===== src/rtl/arty_reset_ctrl.sv =====
// arty_reset_ctrl
//
// Reset sequencer between the MMCM clock stage and the Cortex-M0 subsystem.
// It waits for a stable MMCM lock, then releases the power-on reset. After a
// minimum hold time it releases the system reset. While running, it re-enters
// reset on loss of lock, on a debounced button press, on SYSRESETREQ, or on
// LOCKUP (when enabled). The cause of the most recent reset is kept for software.
//
// Ports:
//   clk_50m          in   system clock (MMCM output)
//   reset            in   synchronous active-high reset
//   locked           in   MMCM lock flag (asynchronous, synchronized here)
//   btn_rst          in   reset pushbutton, active-high (asynchronous, debounced here)
//   sysresetreq      in   core reset request (clk_50m domain)
//   lockup           in   core lockup indication (clk_50m domain)
//   lockup_reset_en  in   static enable: lockup triggers a system reset
//   por_resetn       out  active-low power-on reset (debug / always-on logic)
//   sys_resetn       out  active-low system reset (core and peripherals)
//   reset_cause      out  one-hot cause: [0] lock/POR [1] button [2] sysresetreq [3] lockup
//   rst_state        out  current FSM state, for debug

module arty_reset_ctrl #(
    parameter int unsigned LOCK_STABLE_CYCLES  = 1024,
    parameter int unsigned HOLD_CYCLES         = 16,
    parameter int unsigned BTN_DEBOUNCE_CYCLES = 65536,
    parameter int unsigned CNT_W               = 17
) (
    input  logic       clk_50m,
    input  logic       reset,
    input  logic       locked,
    input  logic       btn_rst,
    input  logic       sysresetreq,
    input  logic       lockup,
    input  logic       lockup_reset_en,
    output logic       por_resetn,
    output logic       sys_resetn,
    output logic [3:0] reset_cause,
    output logic [1:0] rst_state
);

    typedef enum logic [1:0] {
        StWaitLock = 2'd0,
        StStable   = 2'd1,
        StHold     = 2'd2,
        StRun      = 2'd3
    } state_e;

    localparam logic [CNT_W-1:0] LockLast = CNT_W'(LOCK_STABLE_CYCLES - 1);
    localparam logic [CNT_W-1:0] HoldLast = CNT_W'(HOLD_CYCLES - 1);
    localparam logic [CNT_W-1:0] DbLast   = CNT_W'(BTN_DEBOUNCE_CYCLES - 1);
    localparam logic [CNT_W-1:0] CntOne   = CNT_W'(1);

    localparam logic [3:0] CauseLock    = 4'b0001;
    localparam logic [3:0] CauseButton  = 4'b0010;
    localparam logic [3:0] CauseSysReq  = 4'b0100;
    localparam logic [3:0] CauseLockup  = 4'b1000;

    // Synchronizers
    logic locked_meta_q, locked_sync_q;
    logic btn_meta_q, btn_sync_q;

    // Debouncer
    logic [CNT_W-1:0] db_cnt_q, db_cnt_d;
    logic             btn_db_q, btn_db_d;

    // Sequencer
    state_e           state_q, state_d;
    logic [CNT_W-1:0] cnt_q, cnt_d;
    logic             por_resetn_q, por_resetn_d;
    logic             sys_resetn_q, sys_resetn_d;
    logic [3:0]       cause_q, cause_d;

    always_ff @(posedge clk_50m) begin
        if (reset) begin
            locked_meta_q <= 1'b0;
            locked_sync_q <= 1'b0;
            btn_meta_q    <= 1'b0;
            btn_sync_q    <= 1'b0;
            db_cnt_q      <= '0;
            btn_db_q      <= 1'b0;
            state_q       <= StWaitLock;
            cnt_q         <= '0;
            por_resetn_q  <= 1'b0;
            sys_resetn_q  <= 1'b0;
            cause_q       <= CauseLock;
        end else begin
            locked_meta_q <= locked;
            locked_sync_q <= locked_meta_q;
            btn_meta_q    <= btn_rst;
            btn_sync_q    <= btn_meta_q;
            db_cnt_q      <= db_cnt_d;
            btn_db_q      <= btn_db_d;
            state_q       <= state_d;
            cnt_q         <= cnt_d;
            por_resetn_q  <= por_resetn_d;
            sys_resetn_q  <= sys_resetn_d;
            cause_q       <= cause_d;
        end
    end

    // Debounce: the level only flips after the synchronized input has
    // disagreed with it for BTN_DEBOUNCE_CYCLES consecutive cycles.
    always_comb begin
        db_cnt_d = db_cnt_q;
        btn_db_d = btn_db_q;
        if (btn_sync_q == btn_db_q) begin
            db_cnt_d = '0;
        end else if (db_cnt_q == DbLast) begin
            btn_db_d = ~btn_db_q;
            db_cnt_d = '0;
        end else begin
            db_cnt_d = db_cnt_q + CntOne;
        end
    end

    always_comb begin
        state_d      = state_q;
        cnt_d        = cnt_q;
        por_resetn_d = por_resetn_q;
        sys_resetn_d = sys_resetn_q;
        cause_d      = cause_q;

        unique case (state_q)
            StWaitLock: begin
                por_resetn_d = 1'b0;
                sys_resetn_d = 1'b0;
                cnt_d        = '0;
                if (locked_sync_q) begin
                    state_d = StStable;
                end
            end

            StStable: begin
                if (!locked_sync_q) begin
                    state_d = StWaitLock;
                    cnt_d   = '0;
                end else if (cnt_q == LockLast) begin
                    state_d      = StHold;
                    por_resetn_d = 1'b1;
                    cnt_d        = '0;
                end else begin
                    cnt_d = cnt_q + CntOne;
                end
            end

            StHold: begin
                sys_resetn_d = 1'b0;
                if (!locked_sync_q) begin
                    state_d      = StWaitLock;
                    por_resetn_d = 1'b0;
                    cause_d      = CauseLock;
                    cnt_d        = '0;
                end else if (btn_db_q) begin
                    // Keep restarting the hold while the button is down.
                    cnt_d = '0;
                end else if (cnt_q == HoldLast) begin
                    state_d      = StRun;
                    sys_resetn_d = 1'b1;
                    cnt_d        = '0;
                end else begin
                    cnt_d = cnt_q + CntOne;
                end
            end

            StRun: begin
                // Priority: lock loss, button, sysresetreq, lockup.
                if (!locked_sync_q) begin
                    state_d      = StWaitLock;
                    por_resetn_d = 1'b0;
                    sys_resetn_d = 1'b0;
                    cause_d      = CauseLock;
                    cnt_d        = '0;
                end else if (btn_db_q) begin
                    state_d      = StHold;
                    sys_resetn_d = 1'b0;
                    cause_d      = CauseButton;
                    cnt_d        = '0;
                end else if (sysresetreq) begin
                    state_d      = StHold;
                    sys_resetn_d = 1'b0;
                    cause_d      = CauseSysReq;
                    cnt_d        = '0;
                end else if (lockup && lockup_reset_en) begin
                    state_d      = StHold;
                    sys_resetn_d = 1'b0;
                    cause_d      = CauseLockup;
                    cnt_d        = '0;
                end
            end
        endcase
    end

    assign por_resetn  = por_resetn_q;
    assign sys_resetn  = sys_resetn_q;
    assign reset_cause = cause_q;
    assign rst_state   = state_q;

endmodule


===== config.mk =====
export PLATFORM = sky130hd
export DESIGN_NAME = arty_reset_ctrl
export DESIGN_NICKNAME = d
export VERILOG_FILES = /design/src/rtl/arty_reset_ctrl.sv
export SDC_FILE = /design/constraint.sdc
export NUM_CORES = 1
export LEC_CHECK = 0
export CORE_MARGIN = 2
export CORE_UTILIZATION = 58
export DETAILED_ROUTE_END_ITERATION = 16
export PLACE_DENSITY = 0.84
export SYNTH_ARGS = -nofsm -noshare
export SYNTH_HDL_FRONTEND = slang
export SYNTH_SLANG_ARGS = --single-unit

===== constraint.sdc =====
create_clock -name clk_50m -period 2.2 [get_ports clk_50m]
set_input_delay 0.33 -clock clk_50m [delete_from_list [all_inputs] [get_ports clk_50m]]
set_output_delay 0.33 -clock clk_50m [all_outputs]
set_load 0.02 [all_outputs]

## Yosys cells after proc, flatten, opt, wreduce, memory -nomap -nowiden

Index checks and enable logic that the tools add are counted.
Widths: inputs -> output; s select.

- Bits in registers: 47
- Output and inout port bits: 8
- Input port bits: 7

- Bitwise logic cells: 2
- Add/subtract/negate cells: 2
- Reduce and logical (&&, ||, !) cells: 11
- Eq/ne operators: 16
- Multiplexer cells: 39

Operators by type and width:

| kind | count |
|---|---|
| $mux 17 | 9 |
| $pmux 17 s4 | 1 |
| $add 17x1->17 const B | 2 |
| $mux 2 | 10 |
| $mux 4 | 5 |
| $eq 17x10->1 const B | 1 |
| $eq 17x16->1 const B | 1 |
| $eq 17x4->1 const B | 1 |
| $mux 1 | 10 |
| $ne 2x2->1 const B | 5 |
| $ne 3x3->1 const B | 3 |
| $pmux 2 s4 | 1 |
| $pmux 4 s2 | 1 |
| $pmux 1 s3 | 2 |
| $reduce_and 3->1 | 2 |
| $ne 5x5->1 const B | 1 |
| $reduce_and 5->1 | 1 |
| $eq 2x2->1 const B | 2 |
| $reduce_and 2->1 | 2 |
| $reduce_bool 3->1 | 1 |
| $reduce_or 3->1 | 1 |
| $eq 2x1->1 const B | 1 |
| $logic_not 2->1 | 1 |
| $not 1->1 | 2 |
| 4 further kinds | 4 |

## Depth between registers and ports, before layout

Gate-level depths: netlist of run 1.

- Depth in word-level cells: 6
- Mapped depth: 9
- Gate-level depth less buffers: 7

## Worst setup path before layout of run 1

Ideal clock, no wire load.

- Kind: register to register
- From: register state_q[0] (netlist: rst_state[0])
- To: register state_q[1] (netlist: rst_state[1])
- Stages on the path, launching flop included: 7
- Arrival time: 1.945 ns
- Setup time: 0.071 ns
- Slack: 0.185 ns
- Data required time: 2.129 ns
- Clock period less this slack: 2.015 ns
- Path through: dfxtp_1 -> inv_1 -> ha_1 -> and3_1 -> a211o_1 -> or4_1 -> a21oi_1

- Word-level cells in the longest chain between the ends: 3

RTL lines:

| what | RTL line | RTL |
|---|---|---|
| from (decl) | 67 | `state_e state_q, state_d;` |
| from (signal assigned) | 81 | `state_q <= StWaitLock;` |
| from (signal assigned) | 93 | `state_q <= state_d;` |
| $eq 2x2->1 (tied with other cells) | 123 | `unique case (state_q)` |
| $ne 5x5->1 (no line) (tied with other cells) | n/a |  |
| $reduce_and 5->1 (no line) | n/a |  |

Several ways; a longest one is shown, not always the timed one.
A chain may end at the register's enable or synchronous reset.

## Worst setup path in the final report of run 1

- From: register cnt_q[13]
- To: register state_q[1] (netlist: rst_state[1])

- Word-level cells in the longest chain between the ends: 3

RTL lines:

| what | RTL line | RTL |
|---|---|---|
| from (decl) | 68 | `logic [CNT_W-1:0] cnt_q, cnt_d;` |
| from (signal assigned) | 94 | `cnt_q <= cnt_d;` |
| $eq 17x4->1 / $eq 17x10->1 (equally long branches) | 156, 137 |  |
| $ne 3x3->1 (no line) | n/a |  |
| $reduce_and 5->1 (no line) (*) | n/a |  |

Every way passes the cells marked *; elsewhere a longest branch is shown, timed or not.

==> key figures, run 1 <==
Global routing
  • First-pass GRT wire length: 8360 µm
  • Initial antenna violation count: 0
  • GR Overflow Total: 0
  • Largest net degree at the start of global routing: 24
  • Global Route Usage Sum: 23.6%
  • Vias in the first global route: 1923

Logic synthesis
  • Yosys warning count: 0
  • Post-synth top area share: 39.4%
  • Synth Area per Inst: 8.42 µm²
  • Post-synth EDFFs: 0
  • Largest cells by area after synthesis: dfxtp_1, nand2_1, nor2_1
  • Post-synth top flop: dfxtp_1
  • Post-synth cell types: 47
  • Synth cell count leaders: dfxtp_1, nand2_1, nor2_1, clkbuf_1, xor2_1
  • Post-synth ARST share: 0%
  • Most numerous cell in the Yosys netlist: dfxtp_1
  • Syn Nets: 299
  • Synthesized flop and latch total: 47
  • Sequential share of the synthesized area: 39.4%
  • Mapped Cells: 284
  • Synth Cell Area: 2390 µm²
  • Largest area contributor in the netlist: dfxtp_1

Die
  • Core Area: 3970 µm²
  • Initial Util: 60.2%
  • DIE AREA: 4650 µm²
  • Die height: 68.2 µm
  • # rows: 23
  • I/O pin total: 15
  • Die Wd: 68.2 µm

Clock network
  • Clock-pin slew on the worst setup and hold paths: 100 ps
  • TritonCTS Sinks: 47
  • Worst-Skew Late Latency: 310 ps
  • CTS Buffer Depth: 2
  • CTS tree: yes
  • Clock buffer count from CTS: 5
  • Post-CTS Hold Buffers: 0
  • Clock root buffer: clkbuf_8
  • H-tree levels: 2

STA
  • Final setup fails: 0
  • Fmax: 480 MHz
  • Max Transition Viols Final: 0
  • Worst-Margin Slew: 386 ps
  • Final hold vios: 0
  • Fin Hold WS: 440 ps
  • Slew headroom: 74.0%
  • Final worst setup slack: 117 ps
  • Unrepaired setup endpoints after global routing: false
  • Setup TNS: 0 ps
  • Worst Skew: 13.1 ps
  • Fin crit period: 2080 ps
  • Final worst-path cycle share: 94.7%

Setup path
  • Reg2reg setup slack: 120 ps
  • Worst Setup Start Kind: flip-flop
  • Reg2reg end: rst_state[1]
  • Setup crit start: cnt_q[13]
  • Worst path required time: 2440 ps
  • Crit path kind: flip-flop to flip-flop
  • Arr. time, crit path: 2320 ps
  • Worst r2r src: cnt_q[13]
  • CP Max Fanout: 6
  • Cells on worst reg2reg path: 6
  • Critical path capture point type: flip-flop

Placed design
  • I/O Buffers: 14
  • Post-place instance area: 2650 µm²
  • GP Congestion: 0.884
  • Setup WS pre-CTS: 113 ps
  • Detailed Place HPWL: 3560 µm

Final layout
  • Share of layout cells above drive strength 1: 10.7%
  • Synthesis-to-layout area growth: 16.2%
  • Nets: 323
  • Post-route cell area: 2780 µm²
  • Antenna fix cells: 0

Route
  • Via Count: 2078
  • Detail Route Antenna Nets: 0
  • DR WL met2: 2390 µm
  • Met1 WL: 2380 µm
  • DRT Wirelength: 5010 µm
  • Routed len/inst: 14.0 µm
  • Top routing layer in use: met4
  • DR DRC count: 0
  • Number of DRC markers in iteration 0: 156
  • Average vias per placed instance: 5.79
  • Wire length on met3: 134 µm
  • First drt pass iteration count: 4

Min path
  • Worst hold endpoint: btn_sync_q
  • Hold crit path type: flip-flop to flip-flop
  • Hold Path Stages: 1
  • Hold Path Origin: btn_meta_q

Flow run
  • MaxCap Viol Count: 0

Outcome
  • Status: finished clean

Power and ir drop
  • Peak VDD IR: 0.360 mV
  • Static Leakage: 0.000940 µW
  • PwrDens: 537 nW/µm²
==> per-layer routing <==
| layer | global-route usage [%] | vias up |
|---|---|---|
| li1 | - | 1068 |
| met1 | 29.6 | 969 |
| met2 | 39.3 | 30 |
| met3 | 4.44 | 11 |
| met4 | 10.3 | 0 |
| met5 | 0 | - |
==> power by group <==
part	internal, µW	leakage (µW)	switching (µW)
registers	857	0.000380	6.83
logic	44.3	0.000515	48.8
clock network	227	0.0000443	308
total	1130	0.000940	364
==> per-stage QoR <==
step / utilization, % / power [µW] / std cells
after global routing: 70.0 / 1550 / 359
after global placement: 66.8 / 973 / 349
after CTS: 69.2 / 1500 / 357
after floorplan: - / 935 / 284
final: 70.0 / 1490 / 359
after detailed placement: 66.8 / 974 / 349
==> placed cells by master, fill, tap and decap left out, types with 2 or more instances in the layout <==
cell             instances
a211oi_1                 6
a21oi_1                 10
and2_1                   4
and3_1                   7
and4_1                   7
buf_4                   16
clkbuf_8                 5
clkdlybuf4s50_1         14
clkinv_4                 2
dfxtp_1                 46
ha_1                     8
inv_1                   10
mux2i_1                  4
nand2_1                 32
nand3_1                  6
nand4_1                  7
nor2_1                  32
nor2b_1                  4
nor3_1                   9
nor3b_1                  3
nor4_1                   2
nor4b_1                  2
o2111ai_1                2
o211ai_1                 4
o21a_1                   2
o21ai_0                 11
o221ai_1                 3
o22ai_1                  2
o31ai_1                  2
or3_1                    3
or4_1                    2
xnor2_1                  9
xor2_1                  12
==> sequential cells by signal, indices dropped and copies added, names as in the netlist <==
name,cells
cnt_q,17
db_cnt_q,17
reset_cause,4
rst_state,2
btn_db_q,1
btn_meta_q,1
btn_sync_q,1
locked_meta_q,1
locked_sync_q,1
por_resetn,1
sys_resetn,1
==> area by class of cell <==
type                            count  area (µm²)
Sequential cell                    47         942
Clock inverter                      3        25.0
Multi-Input combinational cell    213        1370
Tap cell                           50        62.6
Clock buffer                        5        68.8
Fill cell                         320        1190
Timing Repair Buffer               31         272
Inverter                           10        37.5
==> logic make-up after synthesis <==
| group | after synthesis | share of synthesized area (%) |
|---|---|---|
| adder cells (fa/ha/maj) | 8 | 4.19 |
| XOR/XNOR | 21 | 7.69 |
| buffers and inverters | 24 | 3.77 |
| flip-flops | 47 | 39.4 |
| AO/OA/AOI/OAI | 52 | 14.8 |
| multiplexers | 4 | 1.67 |
| AND/OR/NAND/NOR | 128 | 28.5 |
==> worst max path at each step <==
stage	end	slack [ps]	depth (start not counted)
after CTS	rst_state[1]	100	6
after global placement	db_cnt_q[10]	140	7
after global routing	rst_state[1]	5	6
final	rst_state[1]	120	6
after floorplan	rst_state[1]	180	6
after detailed placement	cnt_q[16]	110	6
==> worst max-delay path, stage by stage (launching register included) <==
cell	delay [ps]
dfxtp_1	360
or4_4	560
nor4_4	160
buf_6	160
a21oi_2	90
or4_1	530
a21oi_1	150
==> timing repair <==
item                                    CTS  global route
endpoints found under the setup margin    0            14
gates resized for setup                   0             4
endpoints found under the hold margin     0             0
buffers inserted                          0             2
Power figures use the tool's default switching activity.
==> run 2, diff against run 1 <==
--- a/config.mk
+++ b/config.mk
@@ -5,10 +5,13 @@
 export SDC_FILE = /design/constraint.sdc
 export NUM_CORES = 1
 export LEC_CHECK = 0
+export CAP_MARGIN = 0
+export CELL_PAD_IN_SITES_DETAIL_PLACEMENT = 1
+export CELL_PAD_IN_SITES_GLOBAL_PLACEMENT = 2
 export CORE_MARGIN = 2
-export CORE_UTILIZATION = 58
+export CORE_UTILIZATION = 36
 export DETAILED_ROUTE_END_ITERATION = 16
-export PLACE_DENSITY = 0.84
+export PLACE_DENSITY = 0.85
 export SYNTH_ARGS = -nofsm -noshare
 export SYNTH_HDL_FRONTEND = slang
 export SYNTH_SLANG_ARGS = --single-unit
==> run 2 against run 1 <==
  * Combinational power up 3.9%
  * Hold slack better by 6.7 ps
  * Critical path depth up 2
  * Register-to-register slack about the same
  * Non-clock buffer count up 1
  * Highest routed layer unchanged
  * Largest power group unchanged
  * Critical path type unchanged
==> key figures, run 2 (synthesis results as in run 1) <==
Placed design
  • Setup WS pre-CTS: 7.61 ps
  • I/O Buffers: 14
  • Detailed Place HPWL: 4330 µm
  • GP Congestion: 0.751

Route
  • First drt pass iteration count: 4
  • Routed len/inst: 15.0 µm
  • Number of DRC markers in iteration 0: 48
  • Via Count: 2080
  • Average vias per placed instance: 5.37
  • DRT Wirelength: 5820 µm
  • DR DRC count: 0
  • Detail Route Antenna Nets: 0

Die
  • DIE AREA: 7310 µm²
  • Die height: 85.5 µm
  • Initial Util: 37.4%
  • Core Area: 6390 µm²
  • I/O pin total: 15
  • Die Wd: 85.5 µm
  • # rows: 29

Final layout
  • Synthesis-to-layout area growth: 19.7%
  • Share of layout cells above drive strength 1: 11.3%
  • Antenna fix cells: 0
  • Nets: 324
  • Fill count: 767
  • Commonest non-fill, non-tap cell in the layout: dfxtp_1
  • Final Util: 44.8%
  • Commonest cells after routing, fill and taps aside: dfxtp_1, nand2_1, nor2_1

STA
  • Max Transition Viols Final: 0
  • Final hold vios: 0
  • Slew headroom: 67.3%
  • Fin crit period: 2090 ps
  • Fmax: 478 MHz
  • Worst-Margin Slew: 486 ps
  • Final setup fails: 0
  • Worst Skew: 12.2 ps
  • Final worst setup slack: 107 ps
  • Unrepaired setup endpoints after global routing: true
  • Final worst-path cycle share: 95.1%

Min path
  • Hold Path Origin: btn_meta_q
  • Hold crit path type: flip-flop to flip-flop
  • Hold Path Stages: 1

Setup path
  • Setup crit start: cnt_q[0]
  • Critical path capture point type: flip-flop
  • Crit path kind: flip-flop to flip-flop
  • CP max stage delay: 350 ps
  • Arr. time, crit path: 2320 ps
  • Worst path slowest cell: dfxtp_1
  • Worst path required time: 2430 ps
  • Worst r2r src: cnt_q[0]
  • Crit path top cell by count: buf_4
  • CP Max Fanout: 11
  • Crit path cell chain: ha_1, and4_1, and3_1, a21oi_2, buf_4, o21ai_1, buf_4, a211oi_1
  • Cells on worst reg2reg path: 8
  • Worst Setup Start Kind: flip-flop

Clock network
  • TritonCTS Sinks: 47
  • Worst-Skew Late Latency: 310 ps
  • CTS Buffer Depth: 2
  • Clock-pin slew on the worst setup and hold paths: 100 ps
  • CTS tree: yes
  • Clock root buffer: clkbuf_8
  • H-tree levels: 2
  • Clock buffer count from CTS: 5

Global routing
  • Global Route Usage Sum: 17.2%
  • Largest net degree at the start of global routing: 25
  • GR Overflow Total: 0
  • First-pass GRT wire length: 10100 µm
  • Vias in the first global route: 2131
  • Initial antenna violation count: 0

Flow run
  • MaxCap Viol Count: 0

Power and ir drop
  • Static Leakage: 0.000957 µW
  • PwrDens: 563 nW/µm²
  • Peak VDD IR: 0.316 mV

Outcome
  • Status: finished clean
[run 2: path summary, 6_finish.rpt]
path / end / slack (ps)
max reg2reg: cnt_q[5] / 110
max: cnt_q[5] / 110
min: btn_sync_q / 450
min reg2reg: btn_sync_q / 450
[run 2: where the power goes]
group | leakage, µW | switching (µW) | internal (µW)
Sequential | 0.000380 | 7.26 | 857
Clock | 0.0000587 | 306 | 345
Combinational | 0.000518 | 52.2 | 44.5
[run 2: cell type report]
type                    count  area [µm²]  area share, %
multi-input cells         213        1390           48.6
flip-flops and latches     47         941           32.9
repair buffers             32         279           9.75
well taps                  77        96.3           3.37
clock buffers               5        68.8           2.40
clock inverters             3        47.5           1.66
inverters                  10        37.5           1.31
[run 2: repair_timing]
| action | in CTS | in global routing |
|---|---|---|
| hold endpoints to repair | 0 | 0 |
| hold buffers | 0 | 0 |
| setup endpoints to repair | 0 | 12 |
| resized for setup | 0 | 6 |
| setup buffers | 0 | 1 |
[run 2: per-stage QoR]
step | hold WS [ps] | area, µm² | setup TNS (ps) | total power, µW | std cells
3_5_place_dp | 431 | 2700 | 0 | 980 | 378
2_1_floorplan | 402 | 2390 | 0 | 935 | 284
4_1_cts | 448 | 2820 | 0 | 1630 | 386
6_report | 446 | 2860 | 0 | 1610 | 387
5_1_grt | 477 | 2860 | -119 | 1680 | 387
3_3_place_gp | 416 | 2700 | 0 | 979 | 378
[run 2: routing by layer]
layer	wire [µm]	vias up	GRT usage [%]
li1	-	1056	-
met1	2950	1008	23.3
met2	2720	12	28.3
met3	85	4	3.18
met4	68	0	4.76
met5	0	-	0
[run 2: worst max-delay path, delay by kind of cell, from the launching register on]
family,cells,cell delay (ps)
AOI/OAI and AO/OA,3,530
and+or+nand+nor,2,510
buffers and inverters,2,390
DFF,1,350
adders and majority gates,1,240
==> run 3, diff against run 2 <==
--- a/config.mk
+++ b/config.mk
@@ -8,6 +8,7 @@
 export CAP_MARGIN = 0
 export CELL_PAD_IN_SITES_DETAIL_PLACEMENT = 1
 export CELL_PAD_IN_SITES_GLOBAL_PLACEMENT = 2
+export CORE_ASPECT_RATIO = 2
 export CORE_MARGIN = 2
 export CORE_UTILIZATION = 36
 export DETAILED_ROUTE_END_ITERATION = 16
==> run 3 against run 2 <==
  * Hold slack worse by 7.8 ps
  * Clock skew fell by 7.7 ps
  * Worst setup slack lost 10 ps
  * Maximum frequency decreased by 0.48%
  * Utilization grew 0.12 points
  * Final cell count grew 3.6%
  * Die area increased by 0.54%
  * First-iteration DRC count is 23% higher
  * Sequential power is essentially flat
  * Final area rose by 2.3%
  * Non-clock buffer count is 4 higher
  * Routed wire length rose by 6.4%
  * Highest routed layer unchanged
==> key figures, run 3 (synthesis results as in run 1) <==
Outcome
  • Status: finished clean

STA
  • Final worst-path cycle share: 95.6%
  • Max Transition Viols Final: 0
  • Fmax: 475 MHz
  • Final setup fails: 0
  • Slew headroom: 73.1%
  • Worst-Margin Slew: 404 ps
  • Fin crit period: 2100 ps
  • Final worst setup slack: 96.8 ps
  • Final hold vios: 0
  • Unrepaired setup endpoints after global routing: false
  • Setup TNS: 0 ps
  • Worst Skew: 4.47 ps

Clock network
  • Post-CTS Hold Buffers: 0
  • Clock root buffer: clkbuf_16
  • CTS Buffer Depth: 2
  • Clock buffer count from CTS: 5
  • Clock-pin slew on the worst setup and hold paths: 70 ps
  • Worst-Skew Late Latency: 300 ps
  • H-tree levels: 2
  • CTS tree: yes
  • TritonCTS Sinks: 47

Flow run
  • MaxCap Viol Count: 0

Setup path
  • Arr. time, crit path: 2330 ps
  • CP Max Fanout: 6
  • Critical path depth in cells: 6
  • Crit path cell chain: ha_1, and4_1, and3_1, a21oi_4, or4_1, a21oi_1
  • Critical path capture point type: flip-flop
  • Worst path required time: 2430 ps
  • Setup crit start: cnt_q[0]
  • Crit path kind: flip-flop to flip-flop
  • Worst r2r src: cnt_q[0]
  • Reg2reg end: rst_state[1]
  • Crit path to: rst_state[1]
  • Critical path's top delay family: simple AND/OR/NAND/NOR gates
  • Worst path slowest cell: or4_1
  • Reg2reg setup slack: 100 ps
  • Worst Setup Start Kind: flip-flop
  • CP max stage delay: 540 ps
  • Crit path buf inv count: 0
  • Cells on worst reg2reg path: 6

Power and ir drop
  • Switching Share: 23.2%
  • Sequential share of power: 50.4%
  • Static Leakage: 0.000991 µW
  • Internal: 1320 µW
  • PwrDens: 586 nW/µm²
  • Tot Pwr: 1720 µW
  • Net load switching power: 398 µW
  • Clk pwr share: 43.7%
  • Peak VDD IR: 0.494 mV
  • Gate power share: 5.9%

Global routing
  • First-pass GRT wire length: 10700 µm
  • Global Route Usage Sum: 19.1%
  • Largest net degree at the start of global routing: 24
  • GRT busiest layer: met2
  • Vias in the first global route: 2322
  • GR Overflow Total: 0
  • Grt met3 use: 4.34%
  • Met2 GRT Util: 29.5%
  • Initial antenna violation count: 0
  • Met1 Usage GRT: 23.8%

Final layout
  • Post-route cell area: 2930 µm²
  • Share of layout cells above drive strength 1: 11.8%
  • Synthesis-to-layout area growth: 22.5%
  • Area of the multi-input gates: 1400 µm²
  • Commonest non-fill, non-tap cell in the layout: dfxtp_1
  • Fill count: 804
  • Sequential cell area: 941 µm²
  • Nets: 328
  • Antenna fix cells: 0
  • Commonest cells after routing, fill and taps aside: dfxtp_1, nand2_1, nor2_1

Placed design
  • Detailed Place HPWL: 4530 µm
  • GP Congestion: 0.764
  • Post-place instance area: 2730 µm²
  • Setup WS pre-CTS: 8.53 ps
  • I/O Buffers: 14

Min path
  • Hold Path Origin: locked_meta_q
  • Hold crit path type: flip-flop to flip-flop

Die
  • # rows: 42
  • Die height: 119 µm
  • Die Wd: 61.6 µm
  • Core Area: 6520 µm²
  • I/O pin total: 15
  • Initial Util: 36.7%
  • DIE AREA: 7350 µm²

Route
  • First drt pass iteration count: 4
  • Via Count: 2144
  • Number of DRC markers in iteration 0: 59
  • DRT Wirelength: 6190 µm
  • Detail Route Antenna Nets: 0
  • Average vias per placed instance: 5.35
  • DR DRC count: 0
  • Routed len/inst: 15.4 µm
## run 3: final cells by class
cell class                      count  share of cell area (%)
Clock buffer                        5                    4.27
Clock inverter                      2                   0.470
Inverter                           10                    1.28
Multi-Input combinational cell    213                    47.7
Sequential cell                    47                    32.1
Tap cell                           88                    3.76
Timing Repair Buffer               36                    10.4
## run 3: per-layer routing
layer  share of wire (%)  wire (µm)  up-vias
li1                    -          -     1070
met4                 2.2        137        0
met1                  45       2760     1039
met2                  51       3150       26
met5                   0          0        -
met3                 2.3        144        9
## run 3: repair_timing
| action | 4_1_cts | 5_1_grt |
|---|---|---|
| buffers inserted | 0 | 3 |
| endpoints found under the setup margin | 0 | 27 |
| resized for setup | 0 | 6 |
## run 3: metrics by stage
step           util [%]  cells  hold slack [ps]
3_3_place_gp       41.9    391              417
4_1_cts            44.0    398              446
6_report           45.0    401              439
5_1_grt            45.0    401              471
3_5_place_dp       41.9    391              431
2_1_floorplan         -    284              402
## run 3: power groups by stage
stage	combinational [µW]	clock [µW]	sequential (µW)
3_5_place_dp	96.9	0	885
6_report	101	751	865
4_1_cts	97.5	770	865
5_1_grt	109	806	866
2_1_floorplan	50.0	0	885
3_3_place_gp	93.8	0	884
## run 3: worst min path at each step
| stage | to | slack [ps] | cells after the start |
|---|---|---|---|
| finish | locked_sync_q | 440 | 1 |
| CTS | locked_sync_q | 450 | 1 |
| global route | locked_sync_q | 470 | 1 |
| global placement | locked_sync_q | 420 | 1 |
| floorplan | btn_meta_q | 400 | 1 |
| detailed placement | locked_sync_q | 430 | 1 |
